==> config.mk <==
export PLATFORM = sky130hd
export DESIGN_NAME = alu_seq
export DESIGN_NICKNAME = d
export VERILOG_FILES = /design/src/rtl/alu_seq.sv
export SDC_FILE = /design/constraint.sdc
export NUM_CORES = 1
export LEC_CHECK = 0
export CAP_MARGIN = 10
export CELL_PAD_IN_SITES_DETAIL_PLACEMENT = 0
export CELL_PAD_IN_SITES_GLOBAL_PLACEMENT = 1
export CORE_ASPECT_RATIO = 0.75
export CORE_UTILIZATION = 34
export DETAILED_ROUTE_END_ITERATION = 10
export MAX_ROUTING_LAYER = met4
export PLACE_DENSITY_LB_ADDON = 0.1
export SLEW_MARGIN = 10
export SYNTH_ARGS = -nofsm -noshare
export SYNTH_HDL_FRONTEND = slang
export SYNTH_SLANG_ARGS = --single-unit
==> constraint.sdc <==
create_clock -name clk -period 5.39 [get_ports clk]
set_clock_uncertainty 0.2 [all_clocks]
set_input_delay 1.3475 -clock clk [delete_from_list [all_inputs] [get_ports clk]]
set_output_delay 1.3475 -clock clk [all_outputs]
set_load 0.01 [all_outputs]
==> src/rtl/alu_seq.sv <==
// -----------------------------------------------------------------------------
// alu_seq -- sequential 32-bit ALU with a valid/ready request and result
// handshake.
//
// Operations (ALUOp):
//   000 add  001 sub  010 and  011 or
//   100 logical right shift    101 arithmetic right shift
//   110/111 illegal, result 0
//
// Add/sub/and/or/illegal finish one cycle after acceptance. Shifts step one
// bit per cycle through CALC (B[4:0] cycles) and then land in DONE, so the
// result appears B[4:0]+1 cycles after acceptance. A zero shift amount skips
// CALC entirely.
//
// Build option:
//   ALU_SEQ_FAST_SHIFT_EN  when defined, shifts are done by a single-cycle
//                          barrel shifter and CALC is never entered. Results
//                          are identical; only the latency changes.
//
// Ports:
//   clk        rising-edge clock
//   reset      synchronous active-high reset; abandons any operation in flight
//   in_valid   request offered on A, B, ALUOp
//   in_ready   high only in IDLE
//   A, B       operands; B[4:0] is the shift amount, B[31:5] unused for shifts
//   ALUOp      operation select
//   out_valid  C holds a result (DONE)
//   out_ready  consumer takes the result
//   C          result, held stable in DONE and retained outside it
//   busy       high in CALC or DONE
// -----------------------------------------------------------------------------
module alu_seq (
    input  logic        clk,
    input  logic        reset,
    input  logic        in_valid,
    output logic        in_ready,
    input  logic [31:0] A,
    input  logic [31:0] B,
    input  logic [2:0]  ALUOp,
    output logic        out_valid,
    input  logic        out_ready,
    output logic [31:0] C,
    output logic        busy
);

    typedef enum logic [1:0] {
        IDLE = 2'd0,
        CALC = 2'd1,
        DONE = 2'd2
    } state_t;

    state_t      state_reg, state_next;
    logic [31:0] c_reg, c_next;

    logic [4:0]  sh_amt;
    logic [31:0] direct_result;

    assign sh_amt = B[4:0];

    // Result of everything that can be produced on the acceptance edge.
    always_comb begin
        direct_result = 32'd0;
        case (ALUOp)
            3'b000: direct_result = A + B;
            3'b001: direct_result = A - B;
            3'b010: direct_result = A & B;
            3'b011: direct_result = A | B;
`ifdef ALU_SEQ_FAST_SHIFT_EN
            3'b100: direct_result = A >> sh_amt;
            3'b101: direct_result = $unsigned($signed(A) >>> sh_amt);
`else
            // The iterative build only takes a shift straight to DONE when
            // the amount is zero, in which case the result is A itself.
            3'b100,
            3'b101: direct_result = A;
`endif
            default: direct_result = 32'd0;
        endcase
    end

`ifndef ALU_SEQ_FAST_SHIFT_EN
    // Latched operands for the iterative shifter. a_reg is shifted in place,
    // cnt_reg counts the remaining single-bit steps.
    logic [31:0] a_reg, a_next;
    logic [4:0]  cnt_reg, cnt_next;
    logic        arith_reg, arith_next;
    logic        is_shift;
    logic [31:0] a_step;

    assign is_shift = (ALUOp[2:1] == 2'b10);

    // One-bit right shift of the working operand.
    generate
        for (genvar gi = 0; gi < 31; gi++) begin : g_step
            assign a_step[gi] = a_reg[gi + 1];
        end
    endgenerate
    // Arithmetic fill repeats bit 31, which never changes while shifting
    // arithmetically, so it is always the latched A[31].
    assign a_step[31] = arith_reg ? a_reg[31] : 1'b0;
`endif

    // Next-state and datapath updates.
    always_comb begin
        state_next = state_reg;
        c_next     = c_reg;
`ifndef ALU_SEQ_FAST_SHIFT_EN
        a_next     = a_reg;
        cnt_next   = cnt_reg;
        arith_next = arith_reg;
`endif
        case (state_reg)
            IDLE: begin
                if (in_valid) begin
`ifndef ALU_SEQ_FAST_SHIFT_EN
                    a_next     = A;
                    cnt_next   = sh_amt;
                    arith_next = ALUOp[0];
                    if (is_shift && (sh_amt != 5'd0)) begin
                        state_next = CALC;
                    end else begin
                        state_next = DONE;
                        c_next     = direct_result;
                    end
`else
                    state_next = DONE;
                    c_next     = direct_result;
`endif
                end
            end
            CALC: begin
`ifndef ALU_SEQ_FAST_SHIFT_EN
                a_next   = a_step;
                cnt_next = cnt_reg - 5'd1;
                // The last step writes the result directly so DONE starts
                // with C already valid.
                if (cnt_reg == 5'd1) begin
                    state_next = DONE;
                    c_next     = a_step;
                end
`else
                state_next = IDLE;
`endif
            end
            DONE: begin
                if (out_ready) begin
                    state_next = IDLE;
                end
            end
            default: state_next = IDLE;
        endcase
    end

    // Handshake outputs decode directly from the state register.
    always_comb begin
        in_ready  = (state_reg == IDLE);
        out_valid = (state_reg == DONE);
        busy      = (state_reg != IDLE);
        C         = c_reg;
    end

    always_ff @(posedge clk) begin
        if (reset) begin
            state_reg <= IDLE;
            c_reg     <= 32'd0;
        end else begin
            state_reg <= state_next;
            c_reg     <= c_next;
        end
    end

`ifndef ALU_SEQ_FAST_SHIFT_EN
    always_ff @(posedge clk) begin
        if (reset) begin
            a_reg     <= 32'd0;
            cnt_reg   <= 5'd0;
            arith_reg <= 1'b0;
        end else begin
            a_reg     <= a_next;
            cnt_reg   <= cnt_next;
            arith_reg <= arith_next;
        end
    end
`endif

endmodule

==> results of run 1 <==
==> worst paths after layout <==
path | startpoint | to | slack (ns) | depth (start not counted)
worst max register to register | state_reg[0] | C[20] | 2.71 | 6
worst min-delay path | C[21] | C[21] | 0.25 | 2
worst max-delay path | B[12] | C[31] | 0.21 | 16
worst min register to register | C[21] | C[21] | 0.25 | 2
==> stage by stage <==
stage	TNS (ns)	power (mW)	worst slack, ns	instance area (sq um)
CTS	0	2.15	0.0719	8590
floorplan	0	1.12	0.284	6370
finish	0	2.15	0.208	8620
global placement	-1.05	1.53	-0.187	8300
global route	0	2.27	0.0122	8620
detailed placement	-1.32	1.53	-0.279	8300
==> layer usage <==
layer	up-vias	part of all wire (%)
met5	-	0
met4	0	1.7
met3	33	8.3
met2	319	42
met1	3456	48
li1	3565	-
==> repair_timing <==
action | CTS | global route
setup endpoints to repair | 0 | 9
endpoints found under the hold margin | 0 | 0
resized for setup | 0 | 11
==> cell type report <==
| class | instances | area (sq um) |
|---|---|---|
| tap | 242 | 303 |
| timing repair buffer | 212 | 1860 |
| fill | 1792 | 9350 |
| clock buffer | 9 | 225 |
| multi-input combinational | 718 | 4680 |
| inverter | 20 | 75.1 |
| sequential | 71 | 1420 |
| clock inverter | 7 | 61.3 |
==> tightest hold or removal path, stage by stage (launching register included) <==
cell and delay, ns:
dfxtp_1 0.31, nand2_1 0.05, o21ai_1 0.05
==> cell families after synthesis <==
| family | after synthesis | share of synthesized area (%) |
|---|---|---|
| AO/OA/AOI/OAI | 338 | 34.2 |
| AND/OR/NAND/NOR | 261 | 19.1 |
| buffers and inverters | 87 | 5.13 |
| flip-flops | 71 | 22.3 |
| adder cells (fa/ha/maj) | 59 | 10.9 |
| XOR/XNOR | 54 | 7.43 |
| multiplexers | 6 | 0.963 |
==> power by group <==
part	internal (mW)	switching [mW]	total [mW]
combinational	0.418	0.510	0.928
sequential	0.575	0.0387	0.613
clock	0.321	0.291	0.612
total	1.31	0.839	2.15
==> placed cells by master (no fill, tap or decap), types with 12 or more instances in the layout <==
cell             netlist  final
nand2_1              117    116
xor2_1                23     23
inv_1                 20     20
a22oi_1               32     32
dfxtp_1               71     71
clkdlybuf4s50_1        0    104
a21o_1                13     13
a31oi_1               25     25
nor2_1                48     47
nor3_1                22     22
o21ai_0               66     64
a211oi_1              12     12
xnor2_1               31     31
ha_1                  37     37
o211ai_1              21     21
maj3_1                21     21
nand3_1               13     13
a21oi_1              100     99
buf_4                  0    106
==> impl_metrics.yaml, run 1 <==
run_status:
  status: "completed"
route:
  first_iter_violations: 632
  firstDrtPassIters: 5
  vias_per_cell: 5.76
  drc: 0
  wl_mm: 26.7
  wl_per_cell_um: 20.8
  drtAntennaViolNets: 0
  vias: 7373
synthesis:
  yosysUniqueCellTypes: 62
  yosysWarnings: 0
  synth_top_area_share_pct: 22.3
  yosys.area.top_type: "dfxtp_1"
  synth_seq_cells: 71
  synth-edff-count: 0
  syn-num-nets: 985
  ys_seq_area_share_pct: 22.3
  synth-main-ff-cell: "dfxtp_1"
  synth_area_leaders: "dfxtp_1 (22%), a21oi_1 (7.9%), ha_1 (7.3%)"
  synth_cells: 876
  synth_most_common_cell: "nand2_1"
  netlist_area_sq_um: 6370
  async_reset_ff_share_pct: 0
  synth_common_cells: "nand2_1 (117), a21oi_1 (100), dfxtp_1 (71), o21ai_0 (66), clkbuf_1 (60)"
  syn_avg_cell_area_sq_um: 7.27
worst_setup_path:
  critPathArrivalTime_ns: 5.25
  crit_path_top_delay_cell: "or4_4"
  crit_buf_inv: 2
  worstPathCellList: "clkdlybuf4s50_1 > or4_4 > or3_4 > nor4_2 > buf_4 > nand2_1 > o31ai_2 > xor2_1 > ha_1 > a21oi_2 > o21ai_1 > nor2_1 > o311ai_1 > a31o_2 > and3_1 > o32ai_2"
  cpLargestDelayFamily: "simple AND/OR/NAND/NOR gates"
  slowest_delay_ns: 0.56
  worstSetupPathType: "in2reg"
  critPathLaunchType: "input port"
  crit_fanout: 6
  cp-end-kind: "flop"
  worstPathRequired_ns: 5.46
global_route:
  grt_use_met3_pct: 5.83
  grt_util_met2_pct: 41.4
  met1_usage_pct: 39.9
  grt_max_degree: 44
  antenna_found_initial: 0
  grt.busiest_layer: "met2"
  grt_pass1_wl_mm: 41.0
  grt_pass1_vias: 6975
  grt_usage_pct: 28.4
  overflow: 0
cts:
  cts-root-buf: "clkbuf_16"
  numCtsBuffers: 9
  clk_pin_slew_ns: 0.07
  htreeDepth: 3
  clock-sinks: 71
  cts_tree: "yes"
  cts_buffer_depth: 2
  hold_buffers: 0
  clock_latency_ns: 0.35
  cts_setup_buffers: 0
die:
  fp-row-count: 42
  fp.dieW_um: 160
  io_pins: 106
  coreArea_sq_um: 18000
  start_util_pct: 35.4
  die_area_sq_um: 19300
  die_h_um: 121
sta:
  relSlewSlack_pct: 33.9
  min_period_over_period_pct: 96.1
  tightest_slew_ns: 0.976
  fin_crit_ns: 5.18
  finalSetupViolations: 0
  rsz0062_at_grt: "false"
  holdWs_ns: 0.254
  finalHoldViolations: 0
  finalMaxSlewViolations: 0
  max_freq_mhz: 193
placement:
  routabilityCongestion: 0.968
  dp_hpwl_mm: 19.9
  port_buffers: 105
  dp_cells: 1263
power:
  power_leakage_nw: 3.34
  ir_worst_vdd_mv: 0.119
  power_density_nw_per_um2: 250
final_layout:
  drive_above_1_share_pct: 14.2
  finish.utilization_pct: 48.0
  largest_register_ffs: 32
  stdcell_count: 1279
  syn_to_final_growth_pct: 35.4
  layout.nets: 1141
  antenna_cells: 0
flow_run:
  maxCapViolCount: 0
min_path:
  worstHoldPathType: "reg2reg"
Power figures use the tool's default switching activity.
==> run 2, diff against run 1 <==
--- a/config.mk
+++ b/config.mk
@@ -5,11 +5,12 @@
 export SDC_FILE = /design/constraint.sdc
 export NUM_CORES = 1
 export LEC_CHECK = 0
+export ABC_AREA = 1
 export CAP_MARGIN = 10
 export CELL_PAD_IN_SITES_DETAIL_PLACEMENT = 0
 export CELL_PAD_IN_SITES_GLOBAL_PLACEMENT = 1
 export CORE_ASPECT_RATIO = 0.75
-export CORE_UTILIZATION = 34
+export CORE_UTILIZATION = 38
 export DETAILED_ROUTE_END_ITERATION = 10
 export MAX_ROUTING_LAYER = met4
 export PLACE_DENSITY_LB_ADDON = 0.1
==> impl_metrics.yaml, run 2 <==
sta:
  setup_tns_ns: 0
  fin_crit_ns: 4.95
  finalMaxSlewViolations: 0
  finalHoldViolations: 0
  finalSetupViolations: 0
  min_period_over_period_pct: 91.9
  relSlewSlack_pct: 30.9
  tightest_slew_ns: 1.03
  rsz0062_at_grt: "false"
  max_freq_mhz: 202
die:
  die_h_um: 119
  fp.dieW_um: 158
  fp-row-count: 42
  start_util_pct: 39.2
  die_area_sq_um: 18900
  coreArea_sq_um: 17800
  io_pins: 106
synthesis:
  synth_area_leaders: "dfxtp_1 (20%), nand2_1 (20%), inv_1 (10%)"
  synth_common_cells: "nand2_1 (378), inv_1 (190), nor2_1 (126), a21oi_1 (84), dfxtp_1 (71)"
  synth_most_common_cell: "nand2_1"
  synth-main-ff-cell: "dfxtp_1"
  synth_seq_cells: 71
  syn-num-nets: 1324
  yosysUniqueCellTypes: 40
  syn_avg_cell_area_sq_um: 5.72
  synth_cells: 1215
  synth_top_area_share_pct: 20.4
  async_reset_ff_share_pct: 0
  ys_seq_area_share_pct: 20.4
  netlist_area_sq_um: 6950
  yosys.area.top_type: "dfxtp_1"
  yosysWarnings: 0
  synth-edff-count: 0
cts:
  hold_buffers: 0
  cts_setup_buffers: 0
  cts_buffer_depth: 2
  clk_pin_slew_ns: 0.06
  clock_latency_ns: 0.34
  cts_resized: 0
  cts-root-buf: "clkbuf_16"
  numCtsBuffers: 9
  cts_tree: "yes"
  clock-sinks: 71
  htreeDepth: 3
worst_setup_path:
  rr_worst_depth: 11
  slowest_delay_ns: 0.49
  crit_path_top_delay_cell: "clkdlybuf4s50_1"
  worstSetupPathType: "in2reg"
  critPathLaunchType: "input port"
  worstPathCellList: "clkdlybuf4s50_1 > inv_1 > ha_1 > inv_1 > nor3_2 > nand2_2 > nor3_2 > nand2_2 > nor2_4 > nand3_2 > o21ai_2 > xor2_1 > ha_1 > nand2_1 > nor2_1 > nand2_1 > nor2_1 > nand2_1 > nand3_1 > nand3_1 > nand2_1 > nand2_1 > a21oi_1"
  cp-end-kind: "flop"
  worstPathRequired_ns: 5.46
  critPathArrivalTime_ns: 5.03
  cp-endpoint: "C[30]"
  r2r_end: "C[4]"
  crit_fanout: 6
  rr_startpoint: "state_reg[0]"
  crit_path_start: "B[0]"
  cp_common_cell: "nand2_1"
  r2r_slack_ns: 2.84
final_layout:
  layout.nets: 1415
  largest_register_ffs: 32
  syn_to_final_growth_pct: 23.6
  mostFrequentLayoutCells: "nand2_1 (378), inv_1 (190), nor2_1 (123)"
  antenna_cells: 0
  final_common_cell: "nand2_1"
  drive_above_1_share_pct: 3.97
placement:
  port_buffers: 105
  routabilityCongestion: 0.941
  dp_hpwl_mm: 21.1
route:
  wl_mm: 26.6
  firstDrtPassIters: 4
  first_iter_violations: 671
  vias: 8111
  drc: 0
  wl_per_cell_um: 17.1
  drtAntennaViolNets: 0
  vias_per_cell: 5.22
min_path:
  worstHoldPathType: "reg2reg"
global_route:
  grt_usage_pct: 29.4
  overflow: 0
  grt_max_degree: 47
  grt_pass1_wl_mm: 41.1
  antenna_found_initial: 0
  grt_pass1_vias: 7391
run_status:
  status: "completed"
power:
  power_density_nw_per_um2: 252
  power_leakage_nw: 4.21
  power_mw: 2.16
  ir_worst_vdd_mv: 0.131
flow_run:
  maxCapViolCount: 0
run 2: report_power, final:
part / total [mW] / switching [mW] / internal (mW)
Sequential: 0.627 / 0.0381 / 0.589
Clock: 0.651 / 0.243 / 0.409
Combinational: 0.887 / 0.544 / 0.343
run 2: area by class of cell:
type / instances / area [sq um]
fill: 1997 / 9160
multi-input combinational: 911 / 4650
sequential: 71 / 1420
timing repair buffer: 123 / 1190
inverter: 190 / 713
tap: 242 / 303
clock buffer: 10 / 229
clock inverter: 6 / 95.1
run 2: logic make-up after synthesis:
logic type | Yosys count | synth area share [%]
flops | 71 | 20.4
xor+xnor | 35 | 4.41
fa+ha+maj | 38 | 6.94
buf+inv | 233 | 12.8
compound gates | 244 | 20.6
simple gates | 594 | 34.8
run 2: how the worst min path moves through the flow:
stage | cells after the start | to | from
final | 2 | a_reg[19] | a_reg[19]
after CTS | 2 | a_reg[20] | a_reg[20]
after floorplan | 2 | a_reg[21] | a_reg[21]
after global placement | 2 | a_reg[22] | a_reg[22]
after global routing | 2 | a_reg[13] | a_reg[13]
after detailed placement | 2 | a_reg[22] | a_reg[22]
run 2: per-stage QoR:
stage | util, % | hold slack (ns) | std cells | instance area (sq um) | setup slack (ns)
floorplan | - | 0.245 | 1215 | 6950 | 1.29
global placement | 46.6 | 0.255 | 1537 | 8270 | 0.0998
detailed placement | 46.6 | 0.255 | 1537 | 8270 | 0.125
CTS | 48.4 | 0.265 | 1553 | 8600 | 0.457
global route | 48.4 | 0.281 | 1553 | 8600 | 0.0882
finish | 48.4 | 0.263 | 1553 | 8600 | 0.435
run 2: critical path, delay by kind of cell:
| kind | cells | cell delay (ns) |
|---|---|---|
| xor+xnor | 1 | 0.10 |
| fa+ha+maj | 2 | 0.58 |
| simple gates | 15 | 2.01 |
| compound gates | 2 | 0.31 |
| buf+inv | 3 | 0.69 |
run 2: layer usage:
| layer | track usage, % | share of wire (%) |
|---|---|---|
| met1 | 39.9 | 48 |
| met2 | 44.5 | 44 |
| met3 | 4.37 | 5.4 |
| met4 | 9.62 | 3.0 |
| met5 | - | 0 |
==> run 3, diff against run 2 <==
==> constraint.sdc (replaced) <==
create_clock -name clk -period 5.39 [get_ports clk]
set_clock_uncertainty 0.2 [all_clocks]
set_input_delay 1.617 -clock clk [delete_from_list [all_inputs] [get_ports clk]]
set_output_delay 1.617 -clock clk [all_outputs]
set_load 0.01 [all_outputs]
==> impl_metrics.yaml, run 3 (synthesis results as in run 2) <==
run_status:
  status: "completed"
placement:
  dp_hpwl_mm: 21.0
  place_area_sq_um: 8370
  routabilityCongestion: 0.912
  port_buffers: 105
final_layout:
  drive_above_1_share_pct: 4.84
  finish.utilization_pct: 49.1
  final_common_cell: "nand2_1"
  antenna_cells: 0
  largest_register_ffs: 32
  syn_to_final_growth_pct: 25.3
  mostFrequentLayoutCells: "nand2_1 (377), inv_1 (190), nor2_1 (123)"
  layout.nets: 1426
  final_cell_area_sq_um: 8710
sta:
  max_freq_mhz: 198
  holdWs_ns: 0.267
  relSlewSlack_pct: 29.0
  rsz0062_at_grt: "false"
  tightest_slew_ns: 1.06
  setup_tns_ns: 0
  finalSetupViolations: 0
  finalMaxSlewViolations: 0
  finalHoldViolations: 0
  fin_crit_ns: 5.05
  min_period_over_period_pct: 93.7
die:
  start_util_pct: 39.2
  fp-row-count: 42
  fp.dieW_um: 158
  die_area_sq_um: 18900
  coreArea_sq_um: 17800
  io_pins: 106
  die_h_um: 119
worst_setup_path:
  rr_worst_depth: 11
  r2r_end: "C[9]"
  worstSetupPathType: "in2reg"
  r2r_slack_ns: 2.80
  critPathLaunchType: "input port"
  rr_startpoint: "state_reg[0]"
  critPathArrivalTime_ns: 5.07
  crit_fanout: 5
  cp-end-kind: "flop"
  worstPathRequired_ns: 5.41
cts:
  cts_setup_buffers: 0
  cts_tree: "yes"
  clock_latency_ns: 0.34
  cts-root-buf: "clkbuf_16"
  clk_pin_slew_ns: 0.05
  clock-sinks: 71
  numCtsBuffers: 9
  htreeDepth: 3
  cts_buffer_depth: 2
route:
  drc: 0
  wl_per_cell_um: 16.8
  wl_mm: 26.2
  vias: 8077
  drtAntennaViolNets: 0
  firstDrtPassIters: 5
  vias_per_cell: 5.17
  first_iter_violations: 558
global_route:
  antenna_found_initial: 0
  grt_pass1_vias: 7438
  overflow: 0
  grt_max_degree: 48
  grt_pass1_wl_mm: 40.6
  grt_usage_pct: 29.1
power:
  power_mw: 2.20
  ir_worst_vdd_mv: 0.130
  power_density_nw_per_um2: 252
  power_leakage_nw: 4.29
min_path:
  min_from: "a_reg[15]"
  worstHoldPathType: "reg2reg"
  min_to: "a_reg[15]"
  hold_depth: 2
flow_run:
  maxCapViolCount: 0
run 3: timing repair:
action	CTS	global route
endpoints found under the hold margin	0	0
gates resized for setup	0	2
hold buffers	0	0
setup endpoints to repair	0	3
run 3: worst max-delay path by stage:
stage               from    end  slack, ns  cells after the start
global placement    B[1]  C[31]       0.02                     25
finish              B[0]  C[31]       0.34                     25
global route        B[0]  C[31]      0.002                     25
detailed placement  B[1]  C[21]     -0.005                     23
CTS                 B[1]  C[29]       0.34                     23
floorplan           B[1]  C[31]       1.02                     24
run 3: critical path, cell delays in order:
cell and delay [ns]:
clkdlybuf4s50_1 0.42, inv_1 0.09, ha_1 0.16, inv_1 0.06, nor3_2 0.18, nand2_2 0.11, nor3_2 0.16, nand2_2 0.13
nor2_4 0.19, nand3_2 0.11, o21ai_2 0.16, nand2_1 0.10, xor2_1 0.16, ha_1 0.37, nand2_1 0.12, nor2_1 0.18
nand2_1 0.14, nor2_1 0.16, nand2_1 0.07, nand2_1 0.07, nand2_1 0.04, nand3_1 0.07, nand2_1 0.07, nand2_1 0.06
a21oi_1 0.06
run 3: cell type report:
type | instances | area [sq um]
Sequential cell | 71 | 1420
Multi-Input combinational cell | 911 | 4660
Clock inverter | 6 | 110
Tap cell | 242 | 303
Clock buffer | 9 | 225
Timing Repair Buffer | 134 | 1280
Fill cell | 1954 | 9050
Inverter | 190 | 713
run 3: power by group:
group | total (mW) | internal (mW) | switching [mW]
logic | 0.894 | 0.352 | 0.542
registers | 0.627 | 0.589 | 0.0380
clock network | 0.677 | 0.448 | 0.229
run 3: through the flow:
step | setup slack (ns) | std cells
final | 0.341 | 1563
after global routing | 0.00184 | 1563
after CTS | 0.337 | 1563
after detailed placement | -0.00492 | 1548
after global placement | 0.0191 | 1548
after floorplan | 1.02 | 1215
run 3: routing by layer:
metal	global-route usage [%]	share of wire, %
met2	44.7	44
met1	39.6	48
met4	9.50	2.7
met3	3.06	5.1
met5	-	0
